<file path="src/rtl/modexp_pkg.sv">
// Shared definitions for the modular exponentiation engine: FSM state
// encoding and the multiplier latency helper.
package modexp_pkg;

    // Engine control states (one job in flight at a time).
    typedef enum logic [2:0] {
        IDLE = 3'd0,
        LOAD = 3'd1,
        RUN  = 3'd2,
        WAIT = 3'd3,
        OUT  = 3'd4
    } state_e;

    // Bit-serial multiplier latency: one cycle per multiplier bit.
    function automatic int mul_lat(input int width);
        return width;
    endfunction

endpackage

</file>
<file path="src/rtl/mod_mul_serial.sv">
// Bit-serial interleaved modular multiplier: p = a*b mod m.
// MSB-first over b. The first bit is consumed on the start edge, so the
// done pulse lands exactly MUL_LAT cycles after the start cycle.
// Requires a < m and m >= 2. p holds its value until the next start.
module mod_mul_serial
    import modexp_pkg::*;
#(
    parameter int WIDTH = 64
) (
    input  logic             clk,
    input  logic             rst,
    input  logic             start,
    input  logic [WIDTH-1:0] a,
    input  logic [WIDTH-1:0] b,
    input  logic [WIDTH-1:0] m,
    output logic             done,
    output logic [WIDTH-1:0] p
);

    localparam int MUL_LAT = mul_lat(WIDTH);
    localparam int CW      = $clog2(MUL_LAT + 1);

    logic [WIDTH-1:0] acc_r;
    logic [WIDTH-1:0] a_r;
    logic [WIDTH-1:0] b_r;
    logic [WIDTH-1:0] m_r;
    logic [CW-1:0]    cnt_r;
    logic             busy_r;
    logic             done_r;

    logic [WIDTH-1:0] step_acc_s;
    logic [WIDTH-1:0] step_a_s;
    logic [WIDTH-1:0] step_m_s;
    logic             step_bit_s;
    logic [WIDTH-1:0] next_acc_s;

    // One interleaved step: 2*acc + (bit ? a : 0), then at most two
    // subtractions of m (the sum is below 3m). WIDTH+2 bits avoid overflow.
    function automatic logic [WIDTH-1:0] mul_step(
        input logic [WIDTH-1:0] acc_i,
        input logic             bit_i,
        input logic [WIDTH-1:0] a_i,
        input logic [WIDTH-1:0] m_i
    );
        logic [WIDTH+1:0] t;
        logic [WIDTH+1:0] mw;
        mw = {2'b00, m_i};
        t  = {1'b0, acc_i, 1'b0} + (bit_i ? {2'b00, a_i} : {(WIDTH+2){1'b0}});
        t  = (t >= mw) ? (t - mw) : t;
        t  = (t >= mw) ? (t - mw) : t;
        return t[WIDTH-1:0];
    endfunction

    // Select step operands: fresh inputs on start, latched state otherwise.
    always_comb begin
        step_acc_s = acc_r;
        step_a_s   = a_r;
        step_m_s   = m_r;
        step_bit_s = b_r[WIDTH-1];
        if (start) begin
            step_acc_s = {WIDTH{1'b0}};
            step_a_s   = a;
            step_m_s   = m;
            step_bit_s = b[WIDTH-1];
        end else begin
            step_acc_s = acc_r;
        end
        next_acc_s = mul_step(step_acc_s, step_bit_s, step_a_s, step_m_s);
    end

    // Multiplier iteration state; start always (re)launches an operation.
    always_ff @(posedge clk or posedge rst) begin
        if (rst) begin
            acc_r  <= {WIDTH{1'b0}};
            a_r    <= {WIDTH{1'b0}};
            b_r    <= {WIDTH{1'b0}};
            m_r    <= {WIDTH{1'b0}};
            cnt_r  <= {CW{1'b0}};
            busy_r <= 1'b0;
            done_r <= 1'b0;
        end else if (start) begin
            a_r    <= a;
            m_r    <= m;
            b_r    <= b << 1;
            acc_r  <= next_acc_s;
            cnt_r  <= CW'(MUL_LAT - 1);
            busy_r <= 1'b1;
            done_r <= 1'b0;
        end else if (busy_r) begin
            acc_r <= next_acc_s;
            b_r   <= b_r << 1;
            cnt_r <= cnt_r - {{(CW-1){1'b0}}, 1'b1};
            if (cnt_r == {{(CW-1){1'b0}}, 1'b1}) begin
                busy_r <= 1'b0;
                done_r <= 1'b1;
            end else begin
                done_r <= 1'b0;
            end
        end else begin
            done_r <= 1'b0;
        end
    end

    assign done = done_r;
    assign p    = acc_r;

endmodule

</file>
<file path="src/rtl/modexp_engine.sv">
// Modular exponentiator: base^exp mod modulus, right-to-left
// square-and-multiply with two parallel bit-serial multipliers.
// AXI-stream job in, result with error flag and tag out.
module modexp_engine
    import modexp_pkg::*;
#(
    parameter int WIDTH     = 64,
    parameter int EXP_WIDTH = 64,
    parameter int ID_WIDTH  = 4
) (
    input  logic                 clk,
    input  logic                 rst,
    input  logic [WIDTH-1:0]     s_tdata_base,
    input  logic [EXP_WIDTH-1:0] s_tdata_exp,
    input  logic [WIDTH-1:0]     s_tdata_mod,
    input  logic [ID_WIDTH-1:0]  s_tid,
    input  logic                 s_tvalid,
    output logic                 s_tready,
    output logic [WIDTH-1:0]     m_tdata,
    output logic [ID_WIDTH-1:0]  m_tid,
    output logic                 m_terr,
    output logic                 m_tvalid,
    input  logic                 m_tready
);

    state_e state_r;
    state_e state_nxt_s;

    logic [WIDTH-1:0]     b_r;
    logic [WIDTH-1:0]     mod_r;
    logic [WIDTH-1:0]     acc_r;
    logic [EXP_WIDTH-1:0] e_r;
    logic [ID_WIDTH-1:0]  id_r;

    logic                 s_tready_r;
    logic                 m_tvalid_r;
    logic [WIDTH-1:0]     m_tdata_r;
    logic [ID_WIDTH-1:0]  m_tid_r;
    logic                 m_terr_r;

    logic                 in_xfer_s;
    logic                 out_xfer_s;
    logic                 op_err_s;
    logic                 mod_one_s;
    logic                 exp_zero_s;
    logic                 exp_last_s;
    logic                 trivial_s;
    logic                 mul_start_s;
    logic                 done_a_s;
    logic                 done_b_s;
    logic                 mul_done_s;
    logic [WIDTH-1:0]     pa_s;
    logic [WIDTH-1:0]     pb_s;
    logic                 res_load_s;
    logic [WIDTH-1:0]     res_data_s;
    logic                 res_err_s;

    assign in_xfer_s  = s_tvalid & s_tready_r;
    assign out_xfer_s = m_tvalid_r & m_tready;
    assign op_err_s   = (mod_r == {WIDTH{1'b0}}) | (b_r >= mod_r);
    assign mod_one_s  = (mod_r == {{(WIDTH-1){1'b0}}, 1'b1});
    assign exp_zero_s = (e_r == {EXP_WIDTH{1'b0}});
    assign exp_last_s = ((e_r >> 1) == {EXP_WIDTH{1'b0}});
    assign trivial_s  = op_err_s | mod_one_s | exp_zero_s;
    assign mul_done_s = done_a_s & done_b_s;

    // acc * b mod m (conditional multiply step)
    mod_mul_serial #(.WIDTH(WIDTH)) u_mul_a (
        .clk(clk), .rst(rst), .start(mul_start_s),
        .a(acc_r), .b(b_r), .m(mod_r), .done(done_a_s), .p(pa_s)
    );

    // b * b mod m (squaring step)
    mod_mul_serial #(.WIDTH(WIDTH)) u_mul_b (
        .clk(clk), .rst(rst), .start(mul_start_s),
        .a(b_r), .b(b_r), .m(mod_r), .done(done_b_s), .p(pb_s)
    );

    // State register.
    always_ff @(posedge clk or posedge rst) begin
        if (rst) begin
            state_r <= IDLE;
        end else begin
            state_r <= state_nxt_s;
        end
    end

    // Next-state logic.
    always_comb begin
        state_nxt_s = state_r;
        case (state_r)
            IDLE: state_nxt_s = in_xfer_s ? LOAD : IDLE;
            LOAD: state_nxt_s = trivial_s ? OUT : RUN;
            RUN:  state_nxt_s = WAIT;
            WAIT: begin
                if (mul_done_s) begin
                    state_nxt_s = exp_last_s ? OUT : RUN;
                end else begin
                    state_nxt_s = WAIT;
                end
            end
            OUT:  state_nxt_s = out_xfer_s ? IDLE : OUT;
            default: state_nxt_s = IDLE;
        endcase
    end

    // Output decode: multiplier launch and result capture strobes.
    always_comb begin
        mul_start_s = 1'b0;
        res_load_s  = 1'b0;
        res_data_s  = {WIDTH{1'b0}};
        res_err_s   = 1'b0;
        case (state_r)
            LOAD: begin
                if (op_err_s) begin
                    res_load_s = 1'b1;
                    res_err_s  = 1'b1;
                end else if (mod_one_s) begin
                    res_load_s = 1'b1;
                end else if (exp_zero_s) begin
                    res_load_s = 1'b1;
                    res_data_s = {{(WIDTH-1){1'b0}}, 1'b1};
                end else begin
                    res_load_s = 1'b0;
                end
            end
            RUN: mul_start_s = 1'b1;
            WAIT: begin
                if (mul_done_s && exp_last_s) begin
                    res_load_s = 1'b1;
                    res_data_s = e_r[0] ? pa_s : acc_r;
                end else begin
                    res_load_s = 1'b0;
                end
            end
            default: mul_start_s = 1'b0;
        endcase
    end

    // Exponentiation working registers: operand capture and per-bit update.
    always_ff @(posedge clk or posedge rst) begin
        if (rst) begin
            b_r   <= {WIDTH{1'b0}};
            mod_r <= {WIDTH{1'b0}};
            acc_r <= {WIDTH{1'b0}};
            e_r   <= {EXP_WIDTH{1'b0}};
            id_r  <= {ID_WIDTH{1'b0}};
        end else if (in_xfer_s) begin
            b_r   <= s_tdata_base;
            mod_r <= s_tdata_mod;
            e_r   <= s_tdata_exp;
            id_r  <= s_tid;
        end else if (state_r == LOAD) begin
            acc_r <= {{(WIDTH-1){1'b0}}, 1'b1};
        end else if ((state_r == WAIT) && mul_done_s) begin
            if (e_r[0]) begin
                acc_r <= pa_s;
            end
            b_r <= pb_s;
            e_r <= e_r >> 1;
        end
    end

    // Registered interface outputs; result fields held while stalled in OUT.
    always_ff @(posedge clk or posedge rst) begin
        if (rst) begin
            s_tready_r <= 1'b0;
            m_tvalid_r <= 1'b0;
            m_tdata_r  <= {WIDTH{1'b0}};
            m_tid_r    <= {ID_WIDTH{1'b0}};
            m_terr_r   <= 1'b0;
        end else begin
            s_tready_r <= (state_nxt_s == IDLE);
            m_tvalid_r <= (state_nxt_s == OUT);
            if (res_load_s) begin
                m_tdata_r <= res_data_s;
                m_terr_r  <= res_err_s;
                m_tid_r   <= id_r;
            end
        end
    end

    assign s_tready = s_tready_r;
    assign m_tvalid = m_tvalid_r;
    assign m_tdata  = m_tdata_r;
    assign m_tid    = m_tid_r;
    assign m_terr   = m_terr_r;

endmodule

</file>
<file path="config.mk">
export PLATFORM = sky130hd
export DESIGN_NAME = modexp_engine
export DESIGN_NICKNAME = d
export VERILOG_FILES = /design/src/rtl/modexp_pkg.sv /design/src/rtl/mod_mul_serial.sv /design/src/rtl/modexp_engine.sv
export SDC_FILE = /design/constraint.sdc
export NUM_CORES = 2
export LEC_CHECK = 0
export BUFFER_PORTS_ARGS = -buffer_cell sky130_fd_sc_hd__buf_2
export CORE_ASPECT_RATIO = 0.8
export CORE_UTILIZATION = 57
export CTS_CLUSTER_DIAMETER = 100
export DETAILED_ROUTE_END_ITERATION = 12
export PLACE_DENSITY = 0.85
export SYNTH_ARGS = -nofsm -noshare
export SYNTH_HDL_FRONTEND = slang
export SYNTH_SLANG_ARGS = --single-unit
</file>
<file path="constraint.sdc">
create_clock -name clk -period 87.3 [get_ports clk]
set_input_delay 13.095 -clock clk [delete_from_list [all_inputs] [get_ports clk]]
set_output_delay 13.095 -clock clk [all_outputs]
set_load 0.05 [all_outputs]
</file>
Word level (Yosys, flattened, before mapping) --
Cells that the tools add are included.
Word-level totals: input bits 200, word-level logic and storage cells 133, register bits after elaboration 864, output and inout port bits 71
Cells by class: $lt $le $gt $ge 5, equal/unequal tests 9, mux-type cells 66, bitwise operators 7, add/sub/neg operators 8, reductions and logical operators 13
Operator list (number):
- $mux 64 | 28
- $ge 66x64->1 | 4
- $logic_not 64->1 | 3
- $add 65x66->66 | 2
- $mux 66 | 2
- $sub 66x64->66 | 2
- $pmux 64 s2 | 1
- $sub 64x64->64 | 2
- $eq 64x1->1 const B | 1
- $ge 64x64->1 | 1
- $mux 7 | 4
- $mux 1 | 25
- $pmux 3 s5 | 1
- $eq 7x1->1 const B | 2
- $sub 7x1->7 const B | 2
- $mux 3 | 4
- $reduce_bool 2->1 | 4
- $eq 3x2->1 const B | 2
- $eq 3x3->1 const B | 2
- $logic_not 3->1 | 2
- $reduce_and 2->1 | 2
- $and 1x1->1 | 3
- $eq 3x1->1 const B | 1
- $or 1x1->1 | 3
- other kinds (4) | 5

Logic depth before layout (Yosys ltp) --
word-level depth 11, mapped depth 53, gate-level depth less buffers 44

Cells and area by module --
From an unflattened synthesis, not the netlist that was laid out.
Second synthesis, totals: cells, all modules 7425, area, all modules 64355.5 µm²
By module, submodules not included:
- mod_mul_serial (u_mul_b) | instances 1, sequential area each 6606.3 µm², cells each 2867, area an instance 24347.1 µm²
- mod_mul_serial (u_mul_a) | instances 1, sequential area each 6606.3 µm², cells each 2850, area an instance 24014.3 µm²
- modexp_engine | instances 1, sequential area each 8358.0 µm², cells each 1708, area an instance 15994.1 µm²

Worst setup path before layout --
No wires, ideal clock.
kind input-to-reg, from input s_tvalid, to register e_r[63], data required time 87.215 ns, path buffers 3, data arrival time 14.156 ns, stages on the path 6, slack 73.059 ns, setup time 0.085 ns, path through and2_1 -> clkbuf_1 -> clkbuf_1 -> clkbuf_1 -> nand2_1 -> o21ai_0
Between the ends: longest elaborated chain between the ends 3, elaborated cells on any way between the ends 5, those cells by class 1 x eq/ne; 1 x mux; 1 x bitwise; 2 x reduce/logical
RTL lines:
- from (decl) | RTL line modexp_engine.sv:17 | input logic s_tvalid,
- $and 1x1->1 * | RTL line modexp_engine.sv:58 | assign in_xfer_s = s_tvalid & s_tready_r;
- $ne 2x2->1 (no line) or $reduce_bool 2->1 (tied branches)
- $reduce_and 2->1 (no line)
- to (signal assigned) | RTL line modexp_engine.sv:146 | e_r <= {EXP_WIDTH{1'b0}};
- to (signal assigned) | RTL line modexp_engine.sv:151 | e_r <= s_tdata_exp;
- to (signal assigned) | RTL line modexp_engine.sv:160 | e_r <= e_r >> 1;
- to (decl) | RTL line modexp_engine.sv:32 | logic [EXP_WIDTH-1:0] e_r;
Mark *: on every way between the ends. The rest lies on a longest branch, timed or not. A chain may end at the register's enable or synchronous reset.

Worst setup path after layout --
from register state_r[2], to register u_mul_b.acc_r[0] (netlist: u_mul_b.p[0])
Between the ends: longest elaborated chain between the ends 11, elaborated cells on any way between the ends 17, those cells by class 3 x add/sub; 2 x order compare; 1 x eq/ne; 10 x mux; 1 x reduce/logical
RTL lines:
- from (decl) | RTL line modexp_engine.sv:26 | state_e state_r;
- from (signal assigned) | RTL line modexp_engine.sv:84 | state_r <= state_nxt_s;
- $eq 3x2->1 * | RTL line modexp_engine.sv:113 | case (state_r)
- $mux 1 * | RTL line modexp_engine.sv:113
- $mux 64 or $mux 1 (tied branches) | RTL line mod_mul_serial.sv:60 | if (start) begin
- $mux 64 | RTL line mod_mul_serial.sv:48 | t = {1'b0, acc_i, 1'b0} + (bit_i ? {2'b00, a_i} : {(WIDTH+2){1'b0}});
- $add 65x66->66 | RTL line mod_mul_serial.sv:48
- $sub 66x64->66 or $ge 66x64->1 (tied branches) | RTL line mod_mul_serial.sv:49 | t = (t >= mw) ? (t - mw) : t;
- $mux 66 | RTL line mod_mul_serial.sv:49
- $sub 64x64->64 or $ge 66x64->1 (tied branches) | RTL line mod_mul_serial.sv:50 | t = (t >= mw) ? (t - mw) : t;
- $mux 64 | RTL line mod_mul_serial.sv:50
- $mux 64 | RTL line mod_mul_serial.sv:89 | end else if (busy_r) begin
- $mux 64 | RTL line mod_mul_serial.sv:81 | end else if (start) begin
- to (signal assigned) | RTL line mod_mul_serial.sv:74 | acc_r <= {WIDTH{1'b0}};
- to (signal assigned) | RTL line mod_mul_serial.sv:85 | acc_r <= next_acc_s;
- to (signal assigned) | RTL line mod_mul_serial.sv:90 | acc_r <= next_acc_s;
- to (decl) | RTL line mod_mul_serial.sv:23 | logic [WIDTH-1:0] acc_r;
Mark *: on every way between the ends. The rest lies on a longest branch, timed or not. The select of a mux whose other input is x is not followed.

==> impl.org <==
** Synthesis
- By area, the combinational part of the netlist is dominated by compound AO/OA/AOI/OAI gates.
- Adder and majority cell fraction of the synthesized area :: 9.302%
- Count of flip-flops with a built-in enable after synthesis :: 0
- Count of state elements after synthesis :: 862
- Syn Nets :: 8141
- The most used flip-flop cell after synthesis is dfrtp_1.
- Mapped cell area :: 61820 sq um
- By instance count, the leading cell after synthesis is nand2_1.
- By area the synthesized netlist is led by dfrtp_1, ha_1, a21oi_1, nand2_1, mux2i_1.
- Syn Area/Cell :: 8.259 sq um
- The synthesized design devotes to its leading area cell type 34.89% of total area.
- Number of unique standard cell types used by synthesis :: 97
- Post-Syn Instances :: 7485
- Fraction of the mapped netlist area in compound gates :: 22.10%
- Sequential share of the synthesized area :: 34.89%
- Of the post-synthesis cell area, the part taken by muxes is 6.712%.
- After synthesis, the share of flip-flops with an asynchronous set or reset is 100.0%.
- XOR/XNOR share of the synthesized area :: 5.129%
- Summing the areas of all and, or, nand and nor instances in the mapped netlist gives 17.48% of the synthesized area.
- The Yosys step of the flow raised 0 warnings.
- After synthesis, the most frequently instantiated cells are nand2_1, a21oi_1, dfrtp_1.
- dfrtp_1 takes more of the synthesized area than any other cell.

** Worst setup path
- Required time reported for the critical path endpoint :: 87950 ps
- Sort of element at the start of the critical path :: flip-flop
- The setup path with the least slack is of type flip-flop to flip-flop.
- Arrival @ worst endpoint :: 16980 ps
- Kind of end point of the critical path :: flip-flop
- On the worst path, the slowest cell contributes a delay of 820 ps.
- Critical-path cell with the highest stage delay :: buf_4
- The worst register-to-register path has a depth of 46.
- Along the worst path, the maximum fanout reaches 90.

** Global routing
- Global routing used 50.05% of the available met1 tracks.
- For met3 alone, demand over resource in global routing was 7.297%.
- Wire length of the first global-routing pass :: 302700 microns
- For this run the aggregate overflow at the end of global routing stands at 0.
- Pin count of the biggest net entering global routing :: 223
- For met2 alone, demand over resource in global routing was 52.62%.
- The number of global-route vias before repair was 52793.
- Most Crowded Layer GR :: met2
- The initial antenna violation count was 5.
- Overall fraction of global-route tracks in use :: 35.06%

** STA
- Between clock sinks in the finished design, the worst skew comes to 41.34 ps.
- Setup ws final :: 70970 ps
- The clock period could shrink to 16330 ps.
- Final hold slack :: 467.4 ps
- Summed over all failing endpoints, the final setup total negative slack is 0 ps.
- Endpoints failing hold :: 0
- Measured against its own limit, the worst slew margin works out to 15.97%.
- Unrepaired setup endpoints after global routing :: no
- Achievable frequency :: 61.23 MHz
- Setup violations remaining at the end of the flow were counted as 0.
- Share of the cycle needed by the critical path after routing :: 18.71%
- Slew Viols, Final :: 0
- Worst Max-Slew Pin Slew :: 1249 ps

** Die
- # IOs :: 271
- The floorplan step defined a core boundary enclosing 107000 sq um.
- Measured along the y axis, the die boundary spans 296.6 microns.
- The floorplan has 107 rows.
- Die Area :: 109800 sq um
- Die span in x :: 370.2 microns
- For this configuration, the core starts out at a cell density of 57.79%.

** Final layout
- The post-route netlist has 7.381% of its cells at a drive strength greater than 1.
- From synthesis to final layout, the design area changed by 8.434%.
- Total Nets Final :: 8156
- Post-layout instance area :: 67030 sq um
- Total of fill cells in the finished design :: 9160

** CTS
- In this run, post-CTS repair resized a total of 0 instances.
- The number of hold buffers added after CTS was 0.
- The number of setup buffers added after CTS is 0.
- The root buffer cell chosen for the clock tree is clkbuf_16.
- TritonCTS built the clock tree.
- CTS HTree Levels :: 3
- The clock reaches the later pin of the worst-skew pair after 720 ps.
- CTS Buf Count :: 90
- Num Clock Sinks :: 862
- Worst-path clk slew :: 60 ps
- In this run the deepest clock path goes through 3 buffers.

** Worst hold path
- Hold path cells :: 2
- The path class of the tightest hold or removal check is flip-flop to flip-flop.

** Routing
- Across all layers, the routed design uses 56105 vias.
- Summed over all layers, the routed wires come to 196300 microns.
- Remaining routing DRC violations :: 0
- For this run, the detailed router's first-pass iteration total came to 8.
- Iteration-0 DRC count of the detailed router :: 5749
- Drt wl/cell :: 21.82 microns
- Antenna Violating Nets Remaining :: 0
- In the routed layout, each cell is associated on average with a via count of 6.237.

** Placed design
- The wire-length estimate of the detail-placed layout is 150000 microns.
- Placement-stage cell area :: 63840 sq um
- Total of buffers placed on input and output ports :: 270
- At the end of routability-driven placement, the weighted congestion stood at 1.016.
- Timing analysis after detailed placement gives a worst setup slack of 70660 ps.

** Job
- Max-cap violations :: 0

** Run status
- Outcome :: completed
## flip-flops by register name, indices dropped and copies added, names as in the netlist, 7 cells and up
signal and count:
acc_r 64, u_mul_a.cnt_r 7, u_mul_a.b_r 63, u_mul_a.p 64
u_mul_b.a_r 64, u_mul_a.a_r 64, u_mul_b.m_r 64, mod_r 64
u_mul_b.cnt_r 7, b_r 64, m_tdata 64, e_r 64
u_mul_b.p 64, u_mul_b.b_r 63, u_mul_a.m_r 64
## final timing paths
path | to | slack, ps | startpoint
max | u_mul_b.p[0] | 70970 | state_r[2]
min | u_mul_a.a_r[53] | 470 | u_mul_a.a_r[53]
max reg2reg | u_mul_b.p[0] | 70970 | state_r[2]
min reg2reg | u_mul_a.a_r[53] | 470 | u_mul_a.a_r[53]
max in group asynchronous | u_mul_b.p[53] | 71570 | rst
min in group asynchronous | b_r[8] | 12620 | rst
## layout make-up
| type | count | area [sq um] | area share [%] |
|---|---|---|---|
| Multi-Input combinational cell | 5938 | 37640 | 56.15 |
| Sequential cell | 862 | 21580 | 32.20 |
| Clock buffer | 127 | 2623 | 3.912 |
| Tap cell | 1417 | 1773 | 2.645 |
| Timing Repair Buffer | 318 | 1749 | 2.609 |
| Inverter | 290 | 1096 | 1.635 |
| Clock inverter | 39 | 556.8 | 0.8306 |
| Antenna cell | 5 | 12.51 | 0.01867 |
## critical path, delay by kind of cell, from the launching register on
| family | cells | cell delay (ps) |
|---|---|---|
| AOI/OAI and AO/OA | 24 | 6900 |
| buffers and inverters | 6 | 4170 |
| and+or+nand+nor | 10 | 2480 |
| adders and majority gates | 4 | 1390 |
| DFF | 1 | 450 |
| muxes | 1 | 350 |
| xor gates and xnor gates | 1 | 200 |
## kinds of logic after synthesis
kind of cell / Yosys count
AOI/OAI and AO/OA: 2287
xor gates and xnor gates: 362
adders and majority gates: 456
buffers and inverters: 685
DFF: 862
muxes: 411
and+or+nand+nor: 2422
## placed cells by master, fill, tap and decap left out, drive strengths merged, types with 67 or more instances in the layout
cell type,count
nand2,1162
a21oi,964
dfrtp,862
o21ai,575
nor2,526
ha,450
mux2i,389
buf,318
inv,299
a21o,242
xnor2,223
and2,217
xor2,139
clkbuf,127
nand4,99
nand3,98
o21bai,76
o2bb2ai,67
## metal layers
metal  routed length, microns  up-vias
li1                         -    26413
met1                    87720    27058
met2                    84450     2239
met3                    17010      393
met4                     7099        2
met5                       12        -
## through the flow
stage | instances | util [%]
finish | 8996 | 62.66
global route | 8991 | 62.65
CTS | 8991 | 62.65
detailed placement | 8825 | 59.68
global placement | 8825 | 59.68
floorplan | 7485 | -
Power is not shown: default switching activity piles up to over one toggle a cycle in this logic, so the estimate is an artifact.
